### src/rtl/rv32imf_pkg.sv
// rtl/rv32imf_pkg.sv - shared types and defaults for the rv32imf instruction-bus slice
package rv32imf_pkg;

    typedef enum logic [0:0] {
        REQ_FETCH = 1'b0,
        REQ_AUX   = 1'b1
    } instr_bus_id_t;

    typedef enum logic [0:0] {
        ARB_UNLOCKED = 1'b0,
        ARB_LOCKED   = 1'b1
    } arb_lock_state_t;

    localparam int INSTR_ARB_MAX_OUTSTANDING_DEFAULT = 2;

    function automatic instr_bus_id_t other_id(input instr_bus_id_t id);
        return (id == REQ_FETCH) ? REQ_AUX : REQ_FETCH;
    endfunction

endpackage

### src/rtl/rv32imf_id_fifo.sv
// rtl/rv32imf_id_fifo.sv - in-order requester-ID FIFO for outstanding bus transactions
module rv32imf_id_fifo #(
    parameter  int WIDTH = 1,
    parameter  int DEPTH = 2,
    localparam int PTR_W = (DEPTH > 1) ? $clog2(DEPTH) : 1,
    localparam int CNT_W = $clog2(DEPTH + 1)
) (
    input  logic             clk,
    input  logic             rst_n,
    input  logic             push,
    input  logic [WIDTH-1:0] push_data,
    input  logic             pop,
    output logic [WIDTH-1:0] head,
    output logic [CNT_W-1:0] count,
    output logic             full,
    output logic             empty
);

    logic [WIDTH-1:0] mem [DEPTH];
    logic [PTR_W-1:0] wr_ptr;
    logic [PTR_W-1:0] rd_ptr;
    logic             push_en;
    logic             pop_en;

    assign full    = (count == CNT_W'(DEPTH));
    assign empty   = (count == '0);
    assign push_en = push & ~full;
    assign pop_en  = pop & ~empty;
    assign head    = mem[rd_ptr];

    function automatic logic [PTR_W-1:0] next_ptr(input logic [PTR_W-1:0] ptr);
        return (ptr == PTR_W'(DEPTH - 1)) ? '0 : ptr + PTR_W'(1);
    endfunction

    always_ff @(posedge clk) begin
        if (!rst_n) begin
            wr_ptr <= '0;
            rd_ptr <= '0;
            count  <= '0;
        end else begin
            if (push_en) wr_ptr <= next_ptr(wr_ptr);
            if (pop_en)  rd_ptr <= next_ptr(rd_ptr);
            case ({push_en, pop_en})
                2'b10:   count <= count + CNT_W'(1);
                2'b01:   count <= count - CNT_W'(1);
                default: count <= count;
            endcase
        end
    end

    // Payload needs no reset: a slot is only read after it has been written.
    always_ff @(posedge clk) begin
        if (push_en) mem[wr_ptr] <= push_data;
    end

endmodule

### src/rtl/rv32imf_instr_bus_arbiter.sv
// rtl/rv32imf_instr_bus_arbiter.sv - round-robin OBI arbiter for fetch and auxiliary instruction requesters
module rv32imf_instr_bus_arbiter
    import rv32imf_pkg::*;
#(
    parameter int MAX_OUTSTANDING = INSTR_ARB_MAX_OUTSTANDING_DEFAULT,
    parameter int RESET_PRIO      = 0
) (
    input  logic        clk,
    input  logic        rst_n,
    input  logic        req0_i,
    input  logic [31:0] addr0_i,
    output logic        gnt0_o,
    output logic        rvalid0_o,
    output logic [31:0] rdata0_o,
    output logic        err0_o,
    input  logic        req1_i,
    input  logic [31:0] addr1_i,
    output logic        gnt1_o,
    output logic        rvalid1_o,
    output logic [31:0] rdata1_o,
    output logic        err1_o,
    output logic        instr_req_o,
    output logic [31:0] instr_addr_o,
    input  logic        instr_gnt_i,
    input  logic        instr_rvalid_i,
    input  logic [31:0] instr_rdata_i,
    input  logic        instr_err_i,
    output logic        busy_o,
    output logic        protocol_err_o
);

    localparam int ID_W  = $bits(instr_bus_id_t);
    localparam int CNT_W = $clog2(MAX_OUTSTANDING + 1);
    localparam instr_bus_id_t PRIO_INIT = (RESET_PRIO != 0) ? REQ_AUX : REQ_FETCH;

    arb_lock_state_t lock_state_q, lock_state_d;
    instr_bus_id_t   locked_id_q, locked_id_d;
    instr_bus_id_t   prio_q, prio_d;
    logic            protocol_err_q, protocol_err_d;

    instr_bus_id_t   sel;
    instr_bus_id_t   head_id;
    logic [ID_W-1:0] fifo_head;
    logic [CNT_W-1:0] fifo_count;
    logic            fifo_full;
    logic            fifo_empty;
    logic            req_any;
    logic            locked_req_held;
    logic            lock_active;
    logic            grant;
    logic            rsp_valid;
    logic            spurious;

    assign req_any         = req0_i | req1_i;
    assign locked_req_held = (locked_id_q == REQ_FETCH) ? req0_i : req1_i;
    assign lock_active     = (lock_state_q == ARB_LOCKED) & locked_req_held;
    assign grant           = instr_req_o & instr_gnt_i;
    assign rsp_valid       = instr_rvalid_i & ~fifo_empty;
    assign spurious        = instr_rvalid_i & fifo_empty;
    assign head_id         = instr_bus_id_t'(fifo_head);

    // A lock whose owner dropped its request no longer pins the selection.
    always_comb begin
        sel = REQ_FETCH;
        if (lock_active)          sel = locked_id_q;
        else if (req0_i & req1_i) sel = prio_q;
        else if (req1_i)          sel = REQ_AUX;
    end

    rv32imf_id_fifo #(
        .WIDTH (ID_W),
        .DEPTH (MAX_OUTSTANDING)
    ) u_id_fifo (
        .clk       (clk),
        .rst_n     (rst_n),
        .push      (grant),
        .push_data (sel),
        .pop       (rsp_valid),
        .head      (fifo_head),
        .count     (fifo_count),
        .full      (fifo_full),
        .empty     (fifo_empty)
    );

    always_ff @(posedge clk) begin
        if (!rst_n) begin
            lock_state_q   <= ARB_UNLOCKED;
            locked_id_q    <= REQ_FETCH;
            prio_q         <= PRIO_INIT;
            protocol_err_q <= 1'b0;
        end else begin
            lock_state_q   <= lock_state_d;
            locked_id_q    <= locked_id_d;
            prio_q         <= prio_d;
            protocol_err_q <= protocol_err_d;
        end
    end

    always_comb begin
        lock_state_d   = lock_state_q;
        locked_id_d    = locked_id_q;
        prio_d         = prio_q;
        protocol_err_d = protocol_err_q | spurious;
        case (lock_state_q)
            ARB_UNLOCKED: begin
                if (instr_req_o & ~instr_gnt_i) begin
                    lock_state_d = ARB_LOCKED;
                    locked_id_d  = sel;
                end
            end
            ARB_LOCKED: begin
                if (~locked_req_held & instr_req_o & ~instr_gnt_i) begin
                    locked_id_d = sel;
                end else if (instr_gnt_i | ~locked_req_held) begin
                    lock_state_d = ARB_UNLOCKED;
                end
            end
            default: lock_state_d = ARB_UNLOCKED;
        endcase
        if (grant) prio_d = other_id(sel);
    end

    always_comb begin
        instr_req_o    = req_any & ~fifo_full;
        instr_addr_o   = (sel == REQ_AUX) ? addr1_i : addr0_i;
        gnt0_o         = grant & (sel == REQ_FETCH);
        gnt1_o         = grant & (sel == REQ_AUX);
        rvalid0_o      = rsp_valid & (head_id == REQ_FETCH);
        rvalid1_o      = rsp_valid & (head_id == REQ_AUX);
        rdata0_o       = instr_rdata_i;
        rdata1_o       = instr_rdata_i;
        err0_o         = instr_err_i;
        err1_o         = instr_err_i;
        busy_o         = (fifo_count != '0) | instr_req_o;
        protocol_err_o = protocol_err_q;
    end

endmodule

### config.mk
export PLATFORM = sky130hd
export DESIGN_NAME = rv32imf_instr_bus_arbiter
export DESIGN_NICKNAME = d
export VERILOG_FILES = /design/src/rtl/rv32imf_pkg.sv /design/src/rtl/rv32imf_id_fifo.sv /design/src/rtl/rv32imf_instr_bus_arbiter.sv
export SDC_FILE = /design/constraint.sdc
export NUM_CORES = 1
export LEC_CHECK = 0
export CAP_MARGIN = 5
export CORE_MARGIN = 3
export CORE_UTILIZATION = 25
export DETAILED_ROUTE_END_ITERATION = 10
export GPL_TIMING_DRIVEN = 1
export PLACE_DENSITY = 0.81
export SYNTH_ARGS = -nofsm -noshare
export SYNTH_HDL_FRONTEND = slang
export SYNTH_SLANG_ARGS = --single-unit
### constraint.sdc
create_clock -name clk -period 2.21 [get_ports clk]
set_input_delay 0.221 -clock clk [delete_from_list [all_inputs] [get_ports clk]]
set_output_delay 0.221 -clock clk [all_outputs]
set_load 0.05 [all_outputs]
==> results.txt, run 1 <==
Hold Crit Class = in2out
estimated wirelength of the detail-placed design = 3570 um
syn nets = 263
Final TNS setup = 0 ns
Pwr per Cell Area = 647 nW/um^2
Post-synth ARST share = 0
required time of the critical path = 1.99 ns
fin crit period = 2.11 ns
Lkg Pwr = 0.946 nW
Initial Utilization = 0.261
detailed-route via count = 1,176
CTS tree = yes
f_max = 0.474 GHz
Synth top area share = 0.319
Crit Path Max Fanout = 37
CTS clk-pin slew, worst paths = 0.05 ns
critical path type = reg2out
Least-Margin Pin Slew = 0.668 ns
Post-Route WL = 4120 um
Yosys cell types = 32
post-synthesis register bit count = 11
Worst slew margin = 0.543
Final nets = 308
final hold vios = 0
number of port buffers = 108
period utilization = 0.954
Total GRT Usage = 0.102
height of the die = 84.8 um
vias per std cell = 4.23
Chip Width = 84.8 um
CP most frequent cell = mux2_4
worst clock skew = 0.00779 ns
Starting DRT DRC Count = 16
IO Pins = 208
Setup Fix Bufs, Post-CTS = 0
Post-CTS Hold Fix Bufs = 0
gp weighted congestion = 0.778
worst skew pair latency = 0.24 ns
gr ovfl total = 0
n_diodes = 0
crit end category = output port
Clock Power Share = 0.142
1st-pass router iterations = 3
maxcap violations = 0
reg2reg setup slack = 0.53 ns
initial antenna violation count = 0
P&R area growth vs syn = 39.4%
critical path, cell by cell = mux2_4, o21a_2, buf_12, mux2_4, buf_4
Synth Area per Inst = 9.76 um^2
Worst path slowest cell = dfxtp_1
top cells by area, synth = buf_4, mux2_4, dfxtp_1
first-pass GRT wire length = 6020 um
layout cells sized above 1 = 0.394
Gate power share = 0.649
Worst VDD drop = 0.287 mV
core area = 5960 um^2
cell area after synthesis = 1550 um^2
Post-DRT Antenna Nets = 0
Flop pwr share = 0.209
pin count of the biggest net entering global routing = 38
final core occ = 0.363
number of synthesized flops with an enable pin = 2
Rows = 28
RSZ-0062 raised after global routing = false
gate count after technology mapping = 159
CP arrival = 1.89 ns
Max Slew Vio Count = 0
Gates resized, CTS repair = 0
Root Driver = clkbuf_8
dominant cell type by area after synthesis = buf_4
Synth Flop Type = dfxtp_1
htree depth = 1
clock buffer depth = 2
switch share = 0.438
Final setup viols = 0
Die Area = 7190 um^2
DRC Markers = 0
Internal = 0.000786 W
status = finished clean
CTS buffer count = 3
Startpoint Class = flip-flop
clk sinks = 11
CP peak stage delay = 0.37 ns
warning count from the yosys run = 0
number of global-route vias before repair = 1,173
sw power = 0.000613 W
Routed WL per cell = 14.8 um
Seq/Total Area, Yosys = 0.155
## area by class of cell
type / instances / area, um^2
clock buffer: 4 / 45.0
fill: 623 / 3790
inverter: 5 / 18.8
multi-input combinational: 73 / 727
sequential: 11 / 240
tap: 75 / 93.8
timing repair buffer: 110 / 1040
## worst max-delay path: cells and delay by family (launching register included)
kind | cells | cell delay [ns]
flops | 1 | 0.37
compound gates | 1 | 0.21
mux | 2 | 0.66
buf+inv | 2 | 0.36
## synthesized netlist by cell type, types with 2 or more instances
master / count
a21oi_1: 3
buf_12: 3
buf_4: 66
dfxtp_1: 9
edfxtp_1: 2
inv_1: 5
mux2_2: 7
mux2_4: 27
mux2i_1: 2
nand2_1: 2
nor2_1: 9
nor2b_1: 2
o21ai_0: 2
xor2_1: 2
## registers in the layout, indices dropped and copies added (netlist names), named ones only
signal,cells
u_id_fifo.wr_ptr,1
prio_q,1
u_id_fifo.mem,2
locked_id_q,1
protocol_err_o,1
lock_state_q,1
u_id_fifo.rd_ptr,1
u_id_fifo.count,2
## per-layer routing
layer | wire length [um] | up-vias | GRT usage | share of wire
met4 | 19 | 0 | 0.0273 | 0.0046
met1 | 1510 | 536 | 0.112 | 0.37
met2 | 2080 | 76 | 0.171 | 0.50
met3 | 511 | 4 | 0.0559 | 0.12
li1 | - | 560 | - | -
met5 | 0 | - | 0 | 0
## path summary, 6_finish.rpt
kind / start / end / depth (start not counted)
min reg2reg: protocol_err_o / protocol_err_o / 2
min: instr_rdata_i[28] / rdata0_o[28] / 0
max: lock_state_q / instr_addr_o[15] / 5
max reg2reg: u_id_fifo.count[0] / u_id_fifo.count[1] / 5
## power by group through the flow
stage                     Combinational, W  Clock, W  Sequential (W)
after floorplan                   0.000919         0        0.000302
after global placement            0.000897         0        0.000291
after detailed placement          0.000913         0        0.000295
after CTS                         0.000916  0.000202        0.000291
after global routing              0.000955  0.000216        0.000299
final                             0.000907  0.000199        0.000292
## stage by stage
| step | instances | instance area [um^2] | worst slack, ns | hold WS (ns) | power (W) |
|---|---|---|---|---|---|
| 5_1_grt | 278 | 2160 | 0.0846 | 0.442 | 0.00147 |
| 3_3_place_gp | 274 | 2120 | 0.250 | 0.443 | 0.00119 |
| 2_1_floorplan | 159 | 1550 | 0.225 | 0.300 | 0.00122 |
| 4_1_cts | 278 | 2160 | 0.119 | 0.443 | 0.00141 |
| 3_5_place_dp | 274 | 2120 | 0.212 | 0.443 | 0.00121 |
| 6_report | 278 | 2160 | 0.102 | 0.442 | 0.00140 |
## cells by family after synthesis
logic type,after synthesis,synth area share
fa+ha+maj,1,0.00806
buf+inv,75,0.377
xor+xnor,3,0.0169
compound gates,12,0.0508
simple gates,21,0.0669
flops,11,0.155
mux,36,0.325
## layout by cell type, fill, tap and decap left out, drive strengths merged
cell type       n
nand3           1
edfxtp          2
o31ai           1
dfxtp           9
o21a            1
o21ai           2
a31oi           1
mux2i           2
or4             1
or3             1
inv             5
xnor2           1
or2             1
a22oi           1
a2111oi         1
clkbuf          4
buf            40
xor2            2
o211ai          1
nand2           2
nor3            1
clkdlybuf4s50  70
a311oi          1
and3            2
ha              1
a21oi           3
mux2           34
nor2b           2
nand2b          1
nor2            9
No activity file was read; power rests on OpenSTA's default activity.
==> run 2: changes to the inputs <==
Settings changed: CORE_ASPECT_RATIO from default to 0.8, SLEW_MARGIN from default to 20.
==> run 2 against run 1 <==
  * Combinational power rose by 3.7%
  * Critical path depth unchanged
  * Maximum frequency is 1.3% higher
  * Via count shrank 1.4%
  * Clock skew shrank 0.0071 ns
  * Wire length increased by 9.9%
  * Final area increased by 4.0%
  * Sequential share of layout area down 0.43 points
  * Worst setup slack better by 0.028 ns
==> results.txt, run 2 (synthesis gave the netlist of run 1 again) <==
number of global-route vias before repair = 1,179 (was 1,173)
gr ovfl total = 0 (unchanged)
maxcap violations = 0 (unchanged)
CTS tree = yes (unchanged)
final core occ = 0.379 (was 0.363)
Worst slew margin = 0.644 (was 0.543)
reg2reg setup slack = 0.46 ns (was 0.53 ns)
Internal = 0.000809 W (was 0.000786 W)
top flop regs = u_id_fifo.count x2, u_id_fifo.mem x2 (unchanged)
Post-Route WL = 4530 um (was 4120 um)
Post-DRT Antenna Nets = 0 (unchanged)
area of the multi-input gates = 727 um^2 (unchanged)
n_diodes = 0 (unchanged)
Setup Fix Bufs, Post-CTS = 0 (unchanged)
Hold Crit Depth = 0 (unchanged)
vias per std cell = 4.08 (was 4.23)
RSZ-0062 raised after global routing = false (unchanged)
Chip Width = 94.1 um (was 84.8 um)
Startpoint Class = flip-flop (unchanged)
worst clock skew = 0.000677 ns (was 0.00779 ns)
# fillers = 580 (was 623)
f_max = 0.481 GHz (was 0.474 GHz)
Rows = 25 (was 28)
CP arrival = 1.86 ns (was 1.89 ns)
first-pass GRT wire length = 6490 um (was 6020 um)
r2r worst-path depth = 5 (unchanged)
fin crit period = 2.08 ns (was 2.11 ns)
most common cell after layout, fill and taps aside = clkdlybuf4s50_1 (unchanged)
HP Start = instr_err_i (was instr_rdata_i[28])
Total GRT Usage = 0.114 (was 0.102)
status = finished clean (unchanged)
Starting DRT DRC Count = 48 (was 16)
critical path type = reg2out (unchanged)
Placement Cell Area = 2200 um^2 (was 2120 um^2)
Final nets = 308 (unchanged)
Clock Power Share = 0.144 (was 0.142)
DRC Markers = 0 (unchanged)
estimated wirelength of the detail-placed design = 3800 um (was 3570 um)
crit end category = output port (unchanged)
sw power = 0.000630 W (was 0.000613 W)
clock buffer depth = 2 (unchanged)
Max Slew Vio Count = 0 (unchanged)
Routed WL per cell = 16.0 um (was 14.8 um)
Initial Utilization = 0.261 (about the same)
Crit Path Max Fanout = 22 (was 37)
Final setup viols = 0 (unchanged)
initial antenna violation count = 0 (unchanged)
layout cells sized above 1 = 0.394 (unchanged)
Hold Crit Class = in2out (unchanged)
period utilization = 0.941 (was 0.954)
Worst VDD drop = 0.205 mV (was 0.287 mV)
gp weighted congestion = 0.797 (was 0.778)
required time of the critical path = 1.99 ns (about the same)
Die Area = 7190 um^2 (about the same)
height of the die = 76.5 um (was 84.8 um)
Root Driver = clkbuf_8 (unchanged)
final instance area = 2250 um^2 (was 2160 um^2)
Critical R2R Capture = u_id_fifo.count[1] (unchanged)
number of port buffers = 108 (unchanged)
CTS buffer count = 3 (unchanged)
final hold vios = 0 (unchanged)
Gate power share = 0.654 (was 0.649)
switch share = 0.438 (about the same)
Worst Hold End = err1_o (was rdata0_o[28])
P&R area growth vs syn = 45.0% (was 39.4%)
clk sinks = 11 (unchanged)
Flop pwr share = 0.202 (was 0.209)
Least-Margin Pin Slew = 0.521 ns (was 0.668 ns)
Pwr per Cell Area = 640 nW/um^2 (was 647 nW/um^2)
Final TNS setup = 0 ns (unchanged)
worst skew pair latency = 0.24 ns (about the same)
Sequential cell area = 240 um^2 (unchanged)
CTS clk-pin slew, worst paths = 0.05 ns (about the same)
IO Pins = 208 (unchanged)
pin count of the biggest net entering global routing = 23 (was 38)
core area = 5940 um^2 (was 5960 um^2)
Lkg Pwr = 0.976 nW (was 0.946 nW)
hold slack = 0.442 ns (about the same)
1st-pass router iterations = 4 (was 3)
detailed-route via count = 1,160 (was 1,176)
Worst R2R Start = u_id_fifo.count[0] (unchanged)
most frequent cells in the layout = clkdlybuf4s50_1, buf_4, mux2_4 (was clkdlybuf4s50_1, buf_4, mux2_4, nor2_1, dfxtp_1)
htree depth = 1 (unchanged)
-- run 2: timing repair --
action                                  4_1_cts  5_1_grt
endpoints found under the hold margin         0        0
endpoints found under the setup margin        0        1
hold buffers                                  0        0
resized for setup                             0        1
-- run 2: metal layers --
layer	global-route usage	routed length, um	share of wire	up-vias
met5	0	0	0	-
met4	0.0534	164	0.036	0
met3	0.0701	677	0.15	11
met2	0.169	2030	0.45	69
met1	0.130	1660	0.37	523
li1	-	-	-	557
-- run 2: worst max-delay path: stages (launching register included) --
cell and delay, ns:
dfxtp_1 0.36, mux2_4 0.32, o21a_2 0.23, buf_6 0.19, mux2_4 0.31, buf_4 0.19
-- run 2: worst max-delay path by stage --
stage                       from               end  slack, ns  cells past startpoint
floorplan           lock_state_q            gnt0_o       0.23                      5
global placement          req1_i  instr_addr_o[25]       0.20                      5
detailed placement        req1_i  instr_addr_o[15]       0.16                      5
CTS                 lock_state_q   instr_addr_o[8]       0.06                      5
global route        lock_state_q  instr_addr_o[28]       0.07                      5
finish              lock_state_q  instr_addr_o[28]       0.13                      5
-- run 2: power groups by stage --
stage	combinational [W]	sequential, W	clock, W
after floorplan	0.000919	0.000302	0
after global placement	0.000925	0.000293	0
after detailed placement	0.000938	0.000295	0
after CTS	0.000946	0.000292	0.000212
after global routing	0.000987	0.000300	0.000222
final	0.000941	0.000291	0.000207
-- run 2: stage by stage --
| step | cells | setup WS (ns) | power [W] |
|---|---|---|---|
| after floorplan | 159 | 0.225 | 0.00122 |
| after global placement | 280 | 0.201 | 0.00122 |
| after detailed placement | 280 | 0.160 | 0.00123 |
| after CTS | 284 | 0.0567 | 0.00145 |
| after global routing | 284 | 0.0671 | 0.00151 |
| final | 284 | 0.129 | 0.00144 |
-- run 2: area by class of cell --
cell class              instances  area share
clock buffers                   4      0.0200
inverters                       5     0.00834
multi-input cells              73       0.323
flip-flops and latches         11       0.107
well taps                      81      0.0450
repair buffers                110       0.497
